**src/rtl/sun_bank_arbiter_pkg.sv**
```systemverilog
// Shared PvZ game types: sun width, FSM states,
// requester IDs, plant costs and round-robin pick.
package pvz_pkg;

  localparam int SUN_W = 16;

  localparam logic [SUN_W-1:0] PEASHOOTER = 16'd100;
  localparam logic [SUN_W-1:0] SUNFLOWER  = 16'd50;

  typedef enum logic {
    S_IDLE   = 1'b0,
    S_COMMIT = 1'b1
  } state_e;

  typedef enum logic [1:0] {
    REQ_DRIP    = 2'd0,
    REQ_COLLECT = 2'd1,
    REQ_BUY     = 2'd2
  } req_id_e;

  typedef struct packed {
    logic    valid;
    req_id_e id;
  } pick_t;

  function automatic req_id_e rr_next(input req_id_e id);
    unique case (id)
      REQ_DRIP:    return REQ_COLLECT;
      REQ_COLLECT: return REQ_BUY;
      default:     return REQ_DRIP;
    endcase
  endfunction

  // Scan from ptr downwards in reverse so the
  // requester closest to ptr is written last.
  function automatic pick_t rr_pick(
    input logic [2:0] req,
    input req_id_e    ptr
  );
    pick_t      p;
    logic [1:0] k;
    p.valid = 1'b0;
    p.id    = REQ_DRIP;
    for (int i = 2; i >= 0; i--) begin
      k = 2'((int'(ptr) + i) % 3);
      if (req[k]) begin
        p.valid = 1'b1;
        p.id    = req_id_e'(k);
      end
    end
    return p;
  endfunction

endpackage

```
**src/rtl/sun_bank_arbiter_if.sv**
```systemverilog
// Game-logic <-> sun bank bus: requests,
// completion pulses and the displayed balance.
interface sun_bank_arbiter_if;
  import pvz_pkg::*;

  logic             game_clear;
  logic             enable;
  logic             collect_req;
  logic             collect_ack;
  logic             buy_req;
  logic [SUN_W-1:0] buy_cost;
  logic             buy_ack;
  logic             buy_grant;
  logic [SUN_W-1:0] num_suns;
  logic             busy;

  modport master (
    output game_clear, enable,
    output collect_req, buy_req, buy_cost,
    input  collect_ack, buy_ack, buy_grant,
    input  num_suns, busy
  );

  modport slave (
    input  game_clear, enable,
    input  collect_req, buy_req, buy_cost,
    output collect_ack, buy_ack, buy_grant,
    output num_suns, busy
  );

endinterface

```
**src/rtl/sun_bank_arbiter_drip.sv**
```systemverilog
// Periodic sun drip: free-running while enabled,
// raises one coalesced pending flag per expiry.
module drip_timer #(
  parameter int unsigned PERIOD = 500_000_000
) (
  input  logic clk,
  input  logic rst_n,
  input  logic clear,
  input  logic enable,
  input  logic consume,
  output logic pending
);

  localparam int CW =
    (PERIOD > 1) ? $clog2(PERIOD) : 1;
  localparam logic [CW-1:0] LAST = CW'(PERIOD - 1);

  logic [CW-1:0] cnt_q, cnt_d;
  logic          pend_q, pend_d;
  logic          expire;

  // Count while enabled; a fresh expiry beats consume.
  always_comb begin
    cnt_d  = cnt_q;
    expire = 1'b0;
    if (enable) begin
      if (cnt_q == LAST) begin
        cnt_d  = '0;
        expire = 1'b1;
      end else begin
        cnt_d = cnt_q + CW'(1);
      end
    end
    pend_d = (pend_q & ~consume) | expire;
    if (clear) begin
      cnt_d  = '0;
      pend_d = 1'b0;
    end
  end

  // Timer and pending flag registers.
  always_ff @(posedge clk or negedge rst_n) begin
    if (!rst_n) begin
      cnt_q  <= '0;
      pend_q <= 1'b0;
    end else begin
      cnt_q  <= cnt_d;
      pend_q <= pend_d;
    end
  end

  assign pending = pend_q;

endmodule

```
**src/rtl/sun_bank_arbiter.sv**
```systemverilog
// Sun balance owner: round-robin arbitration of
// drip, collect and buy, saturating arithmetic.
module sun_bank_arbiter
  import pvz_pkg::*;
#(
  parameter int unsigned INIT_SUNS      = 50,
  parameter int unsigned MAX_SUNS       = 9990,
  parameter int unsigned DRIP_PERIOD    = 500_000_000,
  parameter int unsigned DRIP_AMOUNT    = 25,
  parameter int unsigned COLLECT_AMOUNT = 25
) (
  input logic         clk,
  input logic         rst_n,
  sun_bank_arbiter_if.slave bus
);

  localparam logic [SUN_W-1:0] INIT_V =
    SUN_W'(INIT_SUNS);
  localparam logic [SUN_W:0] MAX_V =
    (SUN_W+1)'(MAX_SUNS);
  localparam logic [SUN_W:0] DRIP_V =
    (SUN_W+1)'(DRIP_AMOUNT);
  localparam logic [SUN_W:0] COLL_V =
    (SUN_W+1)'(COLLECT_AMOUNT);

  state_e           state_q, state_d;
  req_id_e          win_q, win_d;
  req_id_e          ptr_q, ptr_d;
  logic [SUN_W-1:0] cost_q, cost_d;
  logic [SUN_W-1:0] suns_q, suns_d;
  logic             cack_q, cack_d;
  logic             back_q, back_d;
  logic             grant_q, grant_d;
  logic             busy_q, busy_d;

  logic             drip_pend;
  logic             consume;
  logic [2:0]       reqs;
  pick_t            pick;
  logic [SUN_W:0]   sum;

  assign consume = (state_q == S_COMMIT) &&
                   (win_q == REQ_DRIP);

  drip_timer #(.PERIOD(DRIP_PERIOD)) u_drip (
    .clk     (clk),
    .rst_n   (rst_n),
    .clear   (bus.game_clear),
    .enable  (bus.enable),
    .consume (consume),
    .pending (drip_pend)
  );

  // A requester being acked this cycle sits out.
  assign reqs = {bus.buy_req & ~back_q,
                 bus.collect_req & ~cack_q,
                 drip_pend};
  assign pick = rr_pick(reqs, ptr_q);
  assign sum  = {1'b0, suns_q} +
                ((win_q == REQ_DRIP) ? DRIP_V : COLL_V);

  // Arbitrate in IDLE, apply the operation in COMMIT.
  always_comb begin
    state_d = state_q;
    win_d   = win_q;
    ptr_d   = ptr_q;
    cost_d  = cost_q;
    suns_d  = suns_q;
    cack_d  = 1'b0;
    back_d  = 1'b0;
    grant_d = 1'b0;
    unique case (state_q)
      S_IDLE: begin
        if (pick.valid) begin
          win_d   = pick.id;
          ptr_d   = rr_next(pick.id);
          cost_d  = bus.buy_cost;
          state_d = S_COMMIT;
        end
      end
      S_COMMIT: begin
        state_d = S_IDLE;
        if (win_q == REQ_BUY) begin
          back_d = 1'b1;
          if (suns_q >= cost_q) begin
            suns_d  = suns_q - cost_q;
            grant_d = 1'b1;
          end
        end else begin
          suns_d = (sum > MAX_V) ? MAX_V[SUN_W-1:0]
                                 : sum[SUN_W-1:0];
          cack_d = (win_q == REQ_COLLECT);
        end
      end
      default: state_d = S_IDLE;
    endcase
    if (bus.game_clear) begin
      state_d = S_IDLE;
      ptr_d   = REQ_DRIP;
      suns_d  = INIT_V;
      cack_d  = 1'b0;
      back_d  = 1'b0;
      grant_d = 1'b0;
    end
    busy_d = (state_d == S_COMMIT);
  end

  // FSM, balance and registered outputs.
  always_ff @(posedge clk or negedge rst_n) begin
    if (!rst_n) begin
      state_q <= S_IDLE;
      win_q   <= REQ_DRIP;
      ptr_q   <= REQ_DRIP;
      cost_q  <= '0;
      suns_q  <= INIT_V;
      cack_q  <= 1'b0;
      back_q  <= 1'b0;
      grant_q <= 1'b0;
      busy_q  <= 1'b0;
    end else begin
      state_q <= state_d;
      win_q   <= win_d;
      ptr_q   <= ptr_d;
      cost_q  <= cost_d;
      suns_q  <= suns_d;
      cack_q  <= cack_d;
      back_q  <= back_d;
      grant_q <= grant_d;
      busy_q  <= busy_d;
    end
  end

  assign bus.num_suns    = suns_q;
  assign bus.collect_ack = cack_q;
  assign bus.buy_ack     = back_q;
  assign bus.buy_grant   = grant_q;
  assign bus.busy        = busy_q;

endmodule

```
**src/flat_wrapper.sv**
```systemverilog
// flat-port wrapper written by rule: the top's interface ports become plain ports
module sun_bank_arbiter_flat import pvz_pkg::*;
#(
  parameter int unsigned INIT_SUNS      = 50,
  parameter int unsigned MAX_SUNS       = 9990,
  parameter int unsigned DRIP_PERIOD    = 500_000_000,
  parameter int unsigned DRIP_AMOUNT    = 25,
  parameter int unsigned COLLECT_AMOUNT = 25
)
  (clk, rst_n, bus_game_clear, bus_enable, bus_collect_req, bus_buy_req, bus_buy_cost, bus_collect_ack, bus_buy_ack, bus_buy_grant, bus_num_suns, bus_busy);
  sun_bank_arbiter_if bus_i ();
  input logic clk;
  input logic rst_n;
  input wire logic [$bits(bus_i.game_clear)-1:0] bus_game_clear;
  input wire logic [$bits(bus_i.enable)-1:0] bus_enable;
  input wire logic [$bits(bus_i.collect_req)-1:0] bus_collect_req;
  input wire logic [$bits(bus_i.buy_req)-1:0] bus_buy_req;
  input wire logic [$bits(bus_i.buy_cost)-1:0] bus_buy_cost;
  output wire logic [$bits(bus_i.collect_ack)-1:0] bus_collect_ack;
  output wire logic [$bits(bus_i.buy_ack)-1:0] bus_buy_ack;
  output wire logic [$bits(bus_i.buy_grant)-1:0] bus_buy_grant;
  output wire logic [$bits(bus_i.num_suns)-1:0] bus_num_suns;
  output wire logic [$bits(bus_i.busy)-1:0] bus_busy;
  assign bus_i.game_clear = bus_game_clear;
  assign bus_i.enable = bus_enable;
  assign bus_i.collect_req = bus_collect_req;
  assign bus_i.buy_req = bus_buy_req;
  assign bus_i.buy_cost = bus_buy_cost;
  assign bus_collect_ack = bus_i.collect_ack;
  assign bus_buy_ack = bus_i.buy_ack;
  assign bus_buy_grant = bus_i.buy_grant;
  assign bus_num_suns = bus_i.num_suns;
  assign bus_busy = bus_i.busy;
  sun_bank_arbiter #(.INIT_SUNS(INIT_SUNS), .MAX_SUNS(MAX_SUNS), .DRIP_PERIOD(DRIP_PERIOD), .DRIP_AMOUNT(DRIP_AMOUNT), .COLLECT_AMOUNT(COLLECT_AMOUNT)) u_core (.clk(clk), .rst_n(rst_n), .bus(bus_i));
endmodule
```
**config.mk**
```make
export PLATFORM = sky130hd
export DESIGN_NAME = sun_bank_arbiter_flat
export DESIGN_NICKNAME = d
export VERILOG_FILES = /design/src/rtl/sun_bank_arbiter_pkg.sv /design/src/rtl/sun_bank_arbiter_if.sv /design/src/rtl/sun_bank_arbiter_drip.sv /design/src/rtl/sun_bank_arbiter.sv /design/src/flat_wrapper.sv
export SDC_FILE = /design/constraint.sdc
export NUM_CORES = 1
export LEC_CHECK = 0
export CAP_MARGIN = 30
export CORE_ASPECT_RATIO = 0.9
export CORE_UTILIZATION = 40
export CTS_CLUSTER_DIAMETER = 50
export DETAILED_ROUTE_END_ITERATION = 12
export PLACE_DENSITY = 0.59
export SYNTH_ARGS = -nofsm -noshare
export SYNTH_HDL_FRONTEND = slang
export SYNTH_SLANG_ARGS = --single-unit
```
**constraint.sdc**
```tcl
create_clock -name clk -period 4.6 [get_ports clk]
set_input_delay 0.46 -clock clk [delete_from_list [all_inputs] [get_ports clk]]
set_output_delay 0.46 -clock clk [all_outputs]
set_load 0.005 [all_outputs]
```
==> flow_metrics.py <==
metrics = {
    "yosys": {
        "synth-edff-count": 0,
        "synth-main-ff-cell": "dfrtp_1",
        "yosysWarnings": 0,
        "yosysSeqAreaShare_pct": 37.1,
        "synth-seq-cells": 70,
        "syn-instance-count": 548,
        "ys_types": 74,
        "synth_nets": 592,
        "syn_area_per_cell_um2": 8.64,
        "async_flop_share_pct": 100,
        "synthesis.area_um2": 4730,
    },
    "timing": {
        "finalHoldViolCount": 0,
        "clock.fmax_ghz": 0.329,
        "worst_pin_slew_ns": 0.809,
        "fin_tns_setup_ns": 0,
        "maxSlewHeadroom_pct": 46.0,
        "post-route-period-util_pct": 66.1,
        "clock_skew_ns": 0.00763,
        "drv_slew": 0,
        "setup_viol": 0,
        "fin_crit_ns": 3.04,
        "rsz0062_at_grt": "false",
    },
    "floorplan": {
        "die_w_um": 117,
        "num_rows": 37,
        "ios": 42,
        "die_h_um": 105,
        "core_region_area_um2": 11500,
        "dieArea_um2": 12300,
        "initial_core_util_pct": 41.2,
    },
    "finish": {
        "antenna_cells": 0,
        "drive_gt1_share_pct": 7.78,
        "fillerInstances": 1130,
        "syn_to_final_growth_pct": 17.7,
        "final_util_pct": 48.5,
        "final_common_cell": "dfrtp_1",
        "fin_nets": 631,
        "final_cell_mix": "dfrtp_1, nor2_1, nand2_1",
    },
    "detailed_routing": {
        "routed_wl_um": 11800,
        "routedWlPerCell_um": 15.8,
        "dr.pass1.iters": 6,
        "first_iter_violations": 231,
        "dr_total_vias": 4110,
        "remaining_drc_errors": 0,
        "via_per_inst": 5.50,
        "ant_nets": 0,
    },
    "setup_path": {
        "r2r-start": "u_core.bus.num_suns[0]",
        "cp_max_fo": 9,
        "r2r_setup_slack_ns": 1.56,
        "rr_worst_depth": 10,
        "crit_path_end_kind": "flop",
        "r2r_end": "u_core.bus.num_suns[0]",
        "crit_path_start_kind": "flop",
        "critPathKind": "flop to flop",
        "cp.required_ns": 4.84,
        "crit_arrival_ns": 3.29,
    },
    "clocking": {
        "cts_setup_buffers": 0,
        "clk_pin_slew_worst_paths_ns": 0.06,
        "clock_path_buffers": 2,
        "htreeDepth": 3,
        "cts_buffers": 9,
        "cts-resized-gates": 0,
        "ctsHoldBuffers": 0,
        "cts.sinks": 70,
        "cts_tree": "done",
        "root_buffer": "clkbuf_16",
        "worstSkewPairLatency_ns": 0.33,
    },
    "global_routing": {
        "grt_pass1_wl_um": 19500,
        "grt_max_degree": 37,
        "grt_util_all_layers_pct": 20.6,
        "grt_pass1_vias": 3839,
        "antenna_found_initial": 0,
        "overflow": 0,
    },
    "power": {
        "intPower_mw": 1.75,
        "p_comb_share_pct": 47.9,
        "seq_power_share_pct": 29.5,
        "power_leakage_nw": 2.33,
        "power_frac_clock_pct": 22.6,
        "p_sw_share_pct": 42.2,
        "power.switching_mw": 1.28,
        "ir_drop_v": 0.000239,
        "power.density_nw_per_um2": 545,
    },
    "place": {
        "hpwlAfterDp_um": 8740,
        "place.gp.congestion": 0.850,
        "place.port_buffers": 41,
    },
    "outcome": {
        "outcome": "completed",
    },
    "flow_run": {
        "cap_violations": 0,
    },
    "worst_hold_path": {
        "hold_path_class": "input port to async pin",
    },
}
## worst max path at each step
stage                                      start                       to
after CTS                 u_core.bus.num_suns[0]   u_core.bus.num_suns[8]
after floorplan           u_core.bus.num_suns[0]   u_core.bus.num_suns[1]
after detailed placement  u_core.bus.num_suns[0]   u_core.bus.num_suns[8]
final                     u_core.bus.num_suns[0]   u_core.bus.num_suns[0]
after global routing      u_core.bus.num_suns[0]  u_core.bus.num_suns[12]
after global placement    u_core.bus.num_suns[0]   u_core.bus.num_suns[8]
## state kept, by name (all words and copies together), names as in the netlist
register,cells
u_core.u_drip.cnt_q,29
u_core.bus.buy_grant,1
u_core.state_q,1
u_core.bus.buy_ack,1
u_core.ptr_q,2
u_core.cost_q,16
u_core.bus.num_suns,16
u_core.bus.collect_ack,1
u_core.win_q,2
u_core.u_drip.pending,1
## per-stage QoR
stage               total power, mW  std cells  worst slack [ns]  area [µm²]  hold WS (ns)
detailed placement             2.33        731              1.25        5280         0.487
finish                         3.03        747              1.56        5570         0.209
global route                   3.27        747              1.21        5570         0.274
floorplan                      1.92        548              1.97        4730         0.164
CTS                            3.03        746              1.25        5560         0.236
global placement               2.31        731              1.41        5280         0.483
## layer usage
metal	part of all wire [%]	wire (µm)	GRT usage, %	vias to the layer above
met2	40	4720	28.1	106
li1	-	-	-	2048
met3	4.7	555	2.73	18
met1	53	6300	32.6	1938
met4	1.8	217	7.23	0
met5	0	0	0	-
## kinds of logic after synthesis
logic type / after synthesis / synth area share [%]
compound gates: 117 / 17.5
fa+ha+maj: 24 / 6.40
simple gates: 243 / 26.4
xor+xnor: 37 / 6.85
flops: 70 / 37.1
mux: 4 / 0.872
buf+inv: 53 / 4.92
## power by group through the flow
stage                     sequential [mW]  combinational, mW  clock [mW]
after floorplan                     0.842               1.07           0
after global placement              0.896               1.41           0
after detailed placement            0.902               1.43           0
after CTS                           0.893               1.44       0.699
after global routing                0.911               1.63       0.728
final                               0.894               1.45       0.686
## synth_stat cells, types with 6 or more instances
library cell | count | share of area [%]
xor2_1 | 19 | 3.5
o21ai_1 | 6 | 0.63
clkbuf_1 | 6 | 0.48
nand4_1 | 11 | 1.5
a21o_1 | 6 | 0.95
dfrtp_1 | 67 | 35
nor2_1 | 63 | 5.0
xnor2_1 | 18 | 3.3
nor3_1 | 17 | 1.8
a21oi_1 | 20 | 2.1
buf_2 | 9 | 0.95
nand3_1 | 26 | 2.7
nor2b_1 | 7 | 0.93
ha_1 | 21 | 5.6
nand2_1 | 59 | 4.7
inv_1 | 35 | 2.8
and3_1 | 8 | 1.1
nand2b_1 | 9 | 1.2
o211ai_1 | 6 | 0.95
o2111ai_1 | 6 | 1.1
o21ai_0 | 28 | 3.0
## final cells by class
type,instances,area [µm²],area share [%]
clock buffers,9,225,4.04
clock inverters,6,62.6,1.12
inverters,35,131,2.36
multi-input cells,425,2760,49.5
flip-flops and latches,70,1760,31.5
well taps,156,195,3.50
repair buffers,46,443,7.95
## critical path, stage by stage, from the launching register on
cell and delay [ns]:
dfrtp_1 0.49, inv_1 0.12, ha_1 0.24, fa_1 0.38
nor2b_1 0.20, o2111ai_1 0.16, nand3b_1 0.18, o211ai_1 0.14
a21boi_1 0.65, inv_1 0.17, o221ai_1 0.22
No activity file was read; power rests on OpenSTA's default activity.
